<file path="config.mk">
export PLATFORM = sky130hd
export DESIGN_NAME = spi_device_byte_flat
export DESIGN_NICKNAME = d
export VERILOG_FILES = /design/src/rtl/spi_device_pkg.sv /design/src/rtl/spi_device_byte_if.sv /design/src/rtl/spi_device_sync.sv /design/src/rtl/spi_device_byte.sv /design/src/flat_wrapper.sv
export SDC_FILE = /design/constraint.sdc
export NUM_CORES = 1
export LEC_CHECK = 0
export BUFFER_PORTS_ARGS = -buffer_cell sky130_fd_sc_hd__buf_2
export CORE_MARGIN = 2
export CORE_UTILIZATION = 50
export CTS_CLUSTER_DIAMETER = 40
export DETAILED_ROUTE_END_ITERATION = 8
export PLACE_DENSITY = 0.84
export SETUP_SLACK_MARGIN = 0.4
export SYNTH_ARGS = -nofsm -noshare
export SYNTH_HDL_FRONTEND = slang
export SYNTH_HIERARCHICAL = 1
export SYNTH_SLANG_ARGS = --single-unit
</file>
<file path="constraint.sdc">
create_clock -name clk_i -period 3.95 [get_ports clk_i]
set_input_delay 0.395 -clock clk_i [delete_from_list [all_inputs] [get_ports clk_i]]
set_output_delay 0.395 -clock clk_i [all_outputs]
set_load 0.02 [all_outputs]
</file>
<file path="src/rtl/spi_device_pkg.sv">
// rtl/spi_device_pkg.sv - shared types and constants for the SPI device byte engine
package spi_device_pkg;

    typedef enum logic {
        IDLE  = 1'b0,
        SHIFT = 1'b1
    } spi_dev_state_e;

    localparam int SpiByteW = 8;

endpackage

</file>
<file path="src/rtl/spi_device_byte_if.sv">
// rtl/spi_device_byte_if.sv - rx/tx byte streams between the SPI device and its bus wrapper
interface spi_device_byte_if;
    import spi_device_pkg::*;

    logic [SpiByteW-1:0] rx_data_o;
    logic                rx_valid_o;
    logic                rx_ready_i;
    logic [SpiByteW-1:0] tx_data_i;
    logic                tx_valid_i;
    logic                tx_ready_o;

    modport slave (
        output rx_data_o, rx_valid_o, tx_ready_o,
        input  rx_ready_i, tx_data_i, tx_valid_i
    );

    modport master (
        input  rx_data_o, rx_valid_o, tx_ready_o,
        output rx_ready_i, tx_data_i, tx_valid_i
    );

endinterface

</file>
<file path="src/rtl/spi_device_sync.sv">
// rtl/spi_device_sync.sv - N-stage synchroniser with one-cycle edge detector
module spi_device_sync #(
    parameter int   Stages   = 2,
    parameter logic ResetVal = 1'b0
) (
    input  logic clk_i,
    input  logic rst_i,
    input  logic d_i,
    output logic rise_o,
    output logic fall_o
);

    logic [Stages-1:0] sync_q;
    logic              prev_q;

    always_ff @(posedge clk_i) begin
        if (rst_i) begin
            sync_q <= {Stages{ResetVal}};
            prev_q <= ResetVal;
        end else begin
            sync_q <= {sync_q[Stages-2:0], d_i};
            prev_q <= sync_q[Stages-1];
        end
    end

    assign rise_o =  sync_q[Stages-1] & ~prev_q;
    assign fall_o = ~sync_q[Stages-1] &  prev_q;

endmodule

</file>
<file path="src/rtl/spi_device_byte.sv">
// rtl/spi_device_byte.sv - mode-0 SPI target, MSB first, byte streams on valid/ready
module spi_device_byte
    import spi_device_pkg::*;
#(
    parameter int                  SyncStages = 2,
    parameter logic [SpiByteW-1:0] IdleByte   = 8'hFF
) (
    input  logic               clk_i,
    input  logic               rst_i,
    input  logic               spi_sck_i,
    input  logic               spi_csn_i,
    input  logic               spi_sdi_i,
    output logic               spi_sdo_o,
    output logic               spi_sdo_en_o,
    spi_device_byte_if.slave   strm,
    output logic               rx_overflow_o,
    output logic               tx_underrun_o,
    output logic               busy_o
);

    logic sck_rise, sck_fall, csn_rise, csn_fall;
    logic [SyncStages-1:0] sdi_sync_q;
    logic sdi_s;

    spi_device_sync #(.Stages(SyncStages), .ResetVal(1'b0)) u_sck_sync (
        .clk_i(clk_i), .rst_i(rst_i), .d_i(spi_sck_i), .rise_o(sck_rise), .fall_o(sck_fall)
    );

    spi_device_sync #(.Stages(SyncStages), .ResetVal(1'b1)) u_csn_sync (
        .clk_i(clk_i), .rst_i(rst_i), .d_i(spi_csn_i), .rise_o(csn_rise), .fall_o(csn_fall)
    );

    spi_dev_state_e      state_q, state_d;
    logic [2:0]          cnt_q, cnt_d;
    logic [SpiByteW-1:0] rx_shift_q, rx_shift_d, tx_shift_q, tx_shift_d;
    logic [SpiByteW-1:0] rx_data_q, rx_data_d, hold_q, hold_d;
    logic                rx_valid_q, rx_valid_d, hold_full_q, hold_full_d;
    logic                sdo_en_q, sdo_en_d, ovf_q, ovf_d, unr_q, unr_d, busy_q, busy_d;
    logic                load, byte_done, rx_accept, tx_write;
    logic [SpiByteW-1:0] rx_byte;

    assign sdi_s = sdi_sync_q[SyncStages-1];

    always_comb begin
        state_d     = state_q;
        cnt_d       = cnt_q;
        rx_shift_d  = rx_shift_q;
        tx_shift_d  = tx_shift_q;
        rx_data_d   = rx_data_q;
        rx_valid_d  = rx_valid_q;
        hold_d      = hold_q;
        sdo_en_d    = sdo_en_q;
        busy_d      = busy_q;
        ovf_d       = 1'b0;
        unr_d       = 1'b0;
        load        = 1'b0;
        byte_done   = 1'b0;
        rx_byte     = {rx_shift_q[SpiByteW-2:0], sdi_s};

        if (csn_rise) begin
            state_d    = IDLE;
            cnt_d      = 3'd0;
            rx_shift_d = '0;
            sdo_en_d   = 1'b0;
            busy_d     = 1'b0;
        end else begin
            case (state_q)
                IDLE: begin
                    if (csn_fall) begin
                        state_d  = SHIFT;
                        cnt_d    = 3'd0;
                        load     = 1'b1;
                        sdo_en_d = 1'b1;
                        busy_d   = 1'b1;
                    end
                end
                SHIFT: begin
                    if (sck_rise) begin
                        rx_shift_d = rx_byte;
                        cnt_d      = cnt_q + 3'd1;
                        byte_done  = (cnt_q == 3'd7);
                    end else if (sck_fall) begin
                        // count==0 on a fall means the previous byte just ended
                        if (cnt_q != 3'd0) begin
                            tx_shift_d = {tx_shift_q[SpiByteW-2:0], 1'b1};
                        end else begin
                            load = 1'b1;
                        end
                    end
                end
                default: state_d = IDLE;
            endcase
        end

        if (load) begin
            if (hold_full_q) begin
                tx_shift_d = hold_q;
            end else begin
                tx_shift_d = IdleByte;
                unr_d      = 1'b1;
            end
        end

        rx_accept = rx_valid_q & strm.rx_ready_i;
        if (rx_accept) begin
            rx_valid_d = 1'b0;
        end
        if (byte_done) begin
            if (!rx_valid_q || rx_accept) begin
                rx_data_d  = rx_byte;
                rx_valid_d = 1'b1;
            end else begin
                ovf_d = 1'b1;
            end
        end

        // the load above only sees the registered holding state, so a same-cycle write waits
        tx_write    = strm.tx_valid_i & ~hold_full_q;
        hold_full_d = tx_write | (hold_full_q & ~load);
        if (tx_write) begin
            hold_d = strm.tx_data_i;
        end
    end

    always_ff @(posedge clk_i) begin
        if (rst_i) begin
            sdi_sync_q  <= '0;
            state_q     <= IDLE;
            cnt_q       <= 3'd0;
            rx_shift_q  <= '0;
            tx_shift_q  <= IdleByte;
            rx_data_q   <= '0;
            rx_valid_q  <= 1'b0;
            hold_q      <= '0;
            hold_full_q <= 1'b0;
            sdo_en_q    <= 1'b0;
            ovf_q       <= 1'b0;
            unr_q       <= 1'b0;
            busy_q      <= 1'b0;
        end else begin
            sdi_sync_q  <= {sdi_sync_q[SyncStages-2:0], spi_sdi_i};
            state_q     <= state_d;
            cnt_q       <= cnt_d;
            rx_shift_q  <= rx_shift_d;
            tx_shift_q  <= tx_shift_d;
            rx_data_q   <= rx_data_d;
            rx_valid_q  <= rx_valid_d;
            hold_q      <= hold_d;
            hold_full_q <= hold_full_d;
            sdo_en_q    <= sdo_en_d;
            ovf_q       <= ovf_d;
            unr_q       <= unr_d;
            busy_q      <= busy_d;
        end
    end

    assign spi_sdo_o       = sdo_en_q ? tx_shift_q[SpiByteW-1] : 1'b1;
    assign spi_sdo_en_o    = sdo_en_q;
    assign strm.rx_data_o  = rx_data_q;
    assign strm.rx_valid_o = rx_valid_q;
    assign strm.tx_ready_o = ~hold_full_q;
    assign rx_overflow_o   = ovf_q;
    assign tx_underrun_o   = unr_q;
    assign busy_o          = busy_q;

endmodule

</file>
<file path="src/flat_wrapper.sv">
// flat-port wrapper written by rule: the top's interface ports become plain ports
module spi_device_byte_flat import spi_device_pkg::*;
#(
    parameter int                  SyncStages = 2,
    parameter logic [SpiByteW-1:0] IdleByte   = 8'hFF
)
  (clk_i, rst_i, spi_sck_i, spi_csn_i, spi_sdi_i, spi_sdo_o, spi_sdo_en_o, rx_overflow_o, tx_underrun_o, busy_o, strm_rx_data_o, strm_rx_valid_o, strm_tx_ready_o, strm_rx_ready_i, strm_tx_data_i, strm_tx_valid_i);
  spi_device_byte_if strm_i ();
  input  logic clk_i;
  input  logic rst_i;
  input  logic spi_sck_i;
  input  logic spi_csn_i;
  input  logic spi_sdi_i;
  output logic spi_sdo_o;
  output logic spi_sdo_en_o;
  output logic rx_overflow_o;
  output logic tx_underrun_o;
  output logic busy_o;
  output wire logic [$bits(strm_i.rx_data_o)-1:0] strm_rx_data_o;
  output wire logic [$bits(strm_i.rx_valid_o)-1:0] strm_rx_valid_o;
  output wire logic [$bits(strm_i.tx_ready_o)-1:0] strm_tx_ready_o;
  input wire logic [$bits(strm_i.rx_ready_i)-1:0] strm_rx_ready_i;
  input wire logic [$bits(strm_i.tx_data_i)-1:0] strm_tx_data_i;
  input wire logic [$bits(strm_i.tx_valid_i)-1:0] strm_tx_valid_i;
  assign strm_rx_data_o = strm_i.rx_data_o;
  assign strm_rx_valid_o = strm_i.rx_valid_o;
  assign strm_tx_ready_o = strm_i.tx_ready_o;
  assign strm_i.rx_ready_i = strm_rx_ready_i;
  assign strm_i.tx_data_i = strm_tx_data_i;
  assign strm_i.tx_valid_i = strm_tx_valid_i;
  spi_device_byte #(.SyncStages(SyncStages), .IdleByte(IdleByte)) u_core (.clk_i(clk_i), .rst_i(rst_i), .spi_sck_i(spi_sck_i), .spi_csn_i(spi_csn_i), .spi_sdi_i(spi_sdi_i), .spi_sdo_o(spi_sdo_o), .spi_sdo_en_o(spi_sdo_en_o), .strm(strm_i), .rx_overflow_o(rx_overflow_o), .tx_underrun_o(tx_underrun_o), .busy_o(busy_o));
endmodule
</file>
==> results.md <==
* Routed length per instance at roughly 12 um
* Reg2Reg Launch Point: u_core/u_csn_sync/sync_q[1]$_SDFF_PP1_
* Most frequent cells in the layout: 48 x dfxtp_1, 30 x nor2_1, 29 x buf_2
* Hold buffers post-CTS at 0
* Gpl congestion at 0.777
* Worst hold path class: in2reg
* Crit. End Element: flip-flop
* Max VDD drop at ~0.24 mV
* Final slew viol count at 0
* Antenna viol nets, final at 0
* Slew headroom at between 30% and 40%
* 1st-iter DRT viols at 77
* Post-CTS setup repair buffer count at 0
* Setup CP Type: reg2reg
* GRT overflow at 0
* Post-Synthesis Net Count at about 210
* Resized cells post-CTS at 0
* Area growth from synthesis to layout at 11.1%
* Final net count at approximately 230
* Worst-path clk slew at ~0.12 ns
* Worst Hold End: u_core/u_csn_sync/sync_q[0]$_SDFF_PP1_
* Worst path arrival time at about 2.1 ns
* First-pass GRT wire length at between 5 and 6 mm
* R2r setup slk at 2.12 ns
* Starting Density at between 50% and 60%
* Slowest cell delay on critical path at between 0.4 and 0.5 ns
* Global Route Usage Sum at roughly 16%
* Synth warn at 6
* Clock latency on the worst-skew pair at 0.35 ns
* Clock Sinks at 48
* Fmax at 0.548 GHz
* Post-synthesis async set-or-reset flop share at 0%
* Post-route minimum period at between 1.5 and 2 ns
* Total I/O pin count at 30
* Row count at 21
* CP max stage cell: nor2b_1
* Die area at 4120 um^2
* CTS tree: done
* IO buf count at 29
* Largest net degree at the start of global routing at 36
* Post-synthesis cell area at ~1800 um^2
* DIE HEIGHT at roughly 64 um
* Design area at 2010 um^2
* Routed WL at roughly 3.0 mm
* Final setup viols at 0
* DP Area at between 1500 and 2000 um^2
* Antenna violations before repair at 0
* Post-route DRC at 0
* Final period util at approximately 46%
* Die X at 64.2 um
* Clock Tree Buf Depth at 2
* Seq/Total Area, Yosys at 53.1%
* Synth cell types at 31
* Via count at 1,302
* PD cells at between 300 and 400 nW/um^2
* RSZ-0062 raised after global routing: false
* EDFF count, synth at 0
* Leak Pwr at about 0.81 nW
* Ant diodes at 0
* Worst Setup Start Kind: flip-flop
* DR vias/cell at just under 5
* Avg Cell Area, Syn at around 9.5 um^2
* Clk_skew at about 0.0063 ns
* FF-to-FF End: u_core/tx_shift_q[6]$_SDFFE_PP1P_
* Post-synth top flop: dfxtp_1
* Worst-path cell chain: and2b_1, nor2b_1, or2_1, nor3b_1, o31ai_2
* Max Cap Viol at 0
* Vias in the first global route at between 1,000 and 1,500
* CTS root buf: clkbuf_4
* Most common cell after layout, fill and taps aside: dfxtp_1
* Post-synthesis cell count at 190
* DP HPWL at 2.08 mm
* Worst endpoint required time at 4.19 ns
* Final setup TNS at 0 ns
* Outcome: completed
* CTS buffer count at 5
* #FFs+latches synth at 48
* H-tree Lvls at 2
* Worst reg2reg path depth at 5
* DRT Pass-1 Iters at 4
* Hold Violations, Final at 0
* Least-Margin Pin Slew at about 0.96 ns
* Max Fanout on Critical Path at 9
* WHS Path Cells at 2
* Hold path start: spi_csn_i
* Share of cells above drive strength 1 at about a fifth
* Core Area at 3420 um^2
[synthesized netlist by cell type (all sizes together), types with 2 or more instances]
library cell | number | share of area, %
o21ai | 7 | 2.1
mux2i | 16 | 8.9
o22ai | 7 | 2.4
clkbuf | 6 | 1.2
nor2 | 30 | 6.2
o21bai | 2 | 1.5
inv | 3 | 0.62
nor2b | 11 | 3.8
dfxtp | 48 | 53
or2 | 5 | 1.7
a22oi | 2 | 0.83
buf | 6 | 2.5
a21oi | 15 | 4.1
nor3 | 2 | 0.55
ha | 3 | 2.1
nand2b | 2 | 0.69
nand2 | 15 | 3.1
nor3b | 2 | 0.83
[worst max path at each step]
stage,start,to,slack [ns],cells after the start
after CTS,u_core/u_csn_sync/sync_q[1]$_SDFF_PP1_,u_core/tx_shift_q[6]$_SDFFE_PP1P_,2.10,5
after detailed placement,u_core/u_csn_sync/sync_q[1]$_SDFF_PP1_,u_core/tx_shift_q[6]$_SDFFE_PP1P_,2.12,5
final,u_core/u_csn_sync/sync_q[1]$_SDFF_PP1_,u_core/tx_shift_q[6]$_SDFFE_PP1P_,2.12,5
after global routing,u_core/u_csn_sync/sync_q[1]$_SDFF_PP1_,u_core/tx_underrun_o$_SDFF_PP0_,1.88,4
after floorplan,u_core/cnt_q[0]$_SDFFE_PP0P_,u_core/strm.rx_data_o[0]$_SDFFE_PP0P_,2.46,7
after global placement,u_core/u_csn_sync/sync_q[1]$_SDFF_PP1_,u_core/tx_shift_q[6]$_SDFFE_PP1P_,2.23,5
[worst max-delay path: cells and delay by family (launching register included)]
| family | cells | cell delay, ns |
|---|---|---|
| and+or+nand+nor | 4 | 1.32 |
| DFF | 1 | 0.34 |
| AOI/OAI and AO/OA | 1 | 0.08 |
[power breakdown]
group | total [mW] | switching (mW) | internal [mW] | leakage, nW
logic | 0.0558 | 0.0312 | 0.0246 | 0.383
clock network | 0.226 | 0.138 | 0.0881 | 0.0326
registers | 0.508 | 0.00870 | 0.499 | 0.391
total | 0.789 | 0.178 | 0.612 | 0.807
[routing by layer]
layer | share of wire, % | GRT usage [%] | wire length (um) | up-vias
met3 | 4.5 | 4.40 | 137 | 5
met2 | 45 | 26.0 | 1360 | 26
met5 | 0 | 0 | 0 | -
li1 | - | - | - | 685
met4 | 1.6 | 8.78 | 48 | 0
met1 | 49 | 20.4 | 1490 | 586
[registers in the layout (all words and copies together), names as in the netlist, 2 cells and up]
| signal | count |
|---|---|
| u_core/cnt_q | 3 |
| u_core/strm.rx_data_o | 8 |
| u_core/sdi_sync_q | 2 |
| u_core/u_sck_sync/sync_q | 2 |
| u_core/rx_shift_q | 7 |
| u_core/tx_shift_q | 8 |
| u_core/hold_q | 8 |
| u_core/u_csn_sync/sync_q | 2 |
[per-stage QoR]
stage                     worst slack, ns  hold slack (ns)  total power, mW  util [%]  std cells
final                                2.12            0.222            0.789      58.9        262
after global routing                 1.88            0.214            0.824      58.9        262
after CTS                            2.10            0.204            0.798      58.9        262
after detailed placement             2.12            0.398            0.575      57.1        254
after global placement               2.23            0.388            0.572      57.1        254
after floorplan                      2.46            0.383            0.560         -        190
[cell type report]
| cell class | instances | area [um^2] |
|---|---|---|
| Clock buffer | 8 | 58.8 |
| Fill cell | 320 | 1410 |
| Inverter | 3 | 11.3 |
| Multi-Input combinational cell | 127 | 769 |
| Sequential cell | 48 | 961 |
| Tap cell | 46 | 57.6 |
| Timing Repair Buffer | 30 | 153 |
[kinds of logic (layout without fill, tap and decap cells)]
group	after synthesis	in the layout	share of synthesized area, %
compound gates	36	36	12.7
fa+ha+maj	3	3	2.07
buf+inv	15	41	4.36
flops	48	48	53.1
mux	16	16	8.85
simple gates	72	72	18.9
No activity file was read; power rests on OpenSTA's default activity.
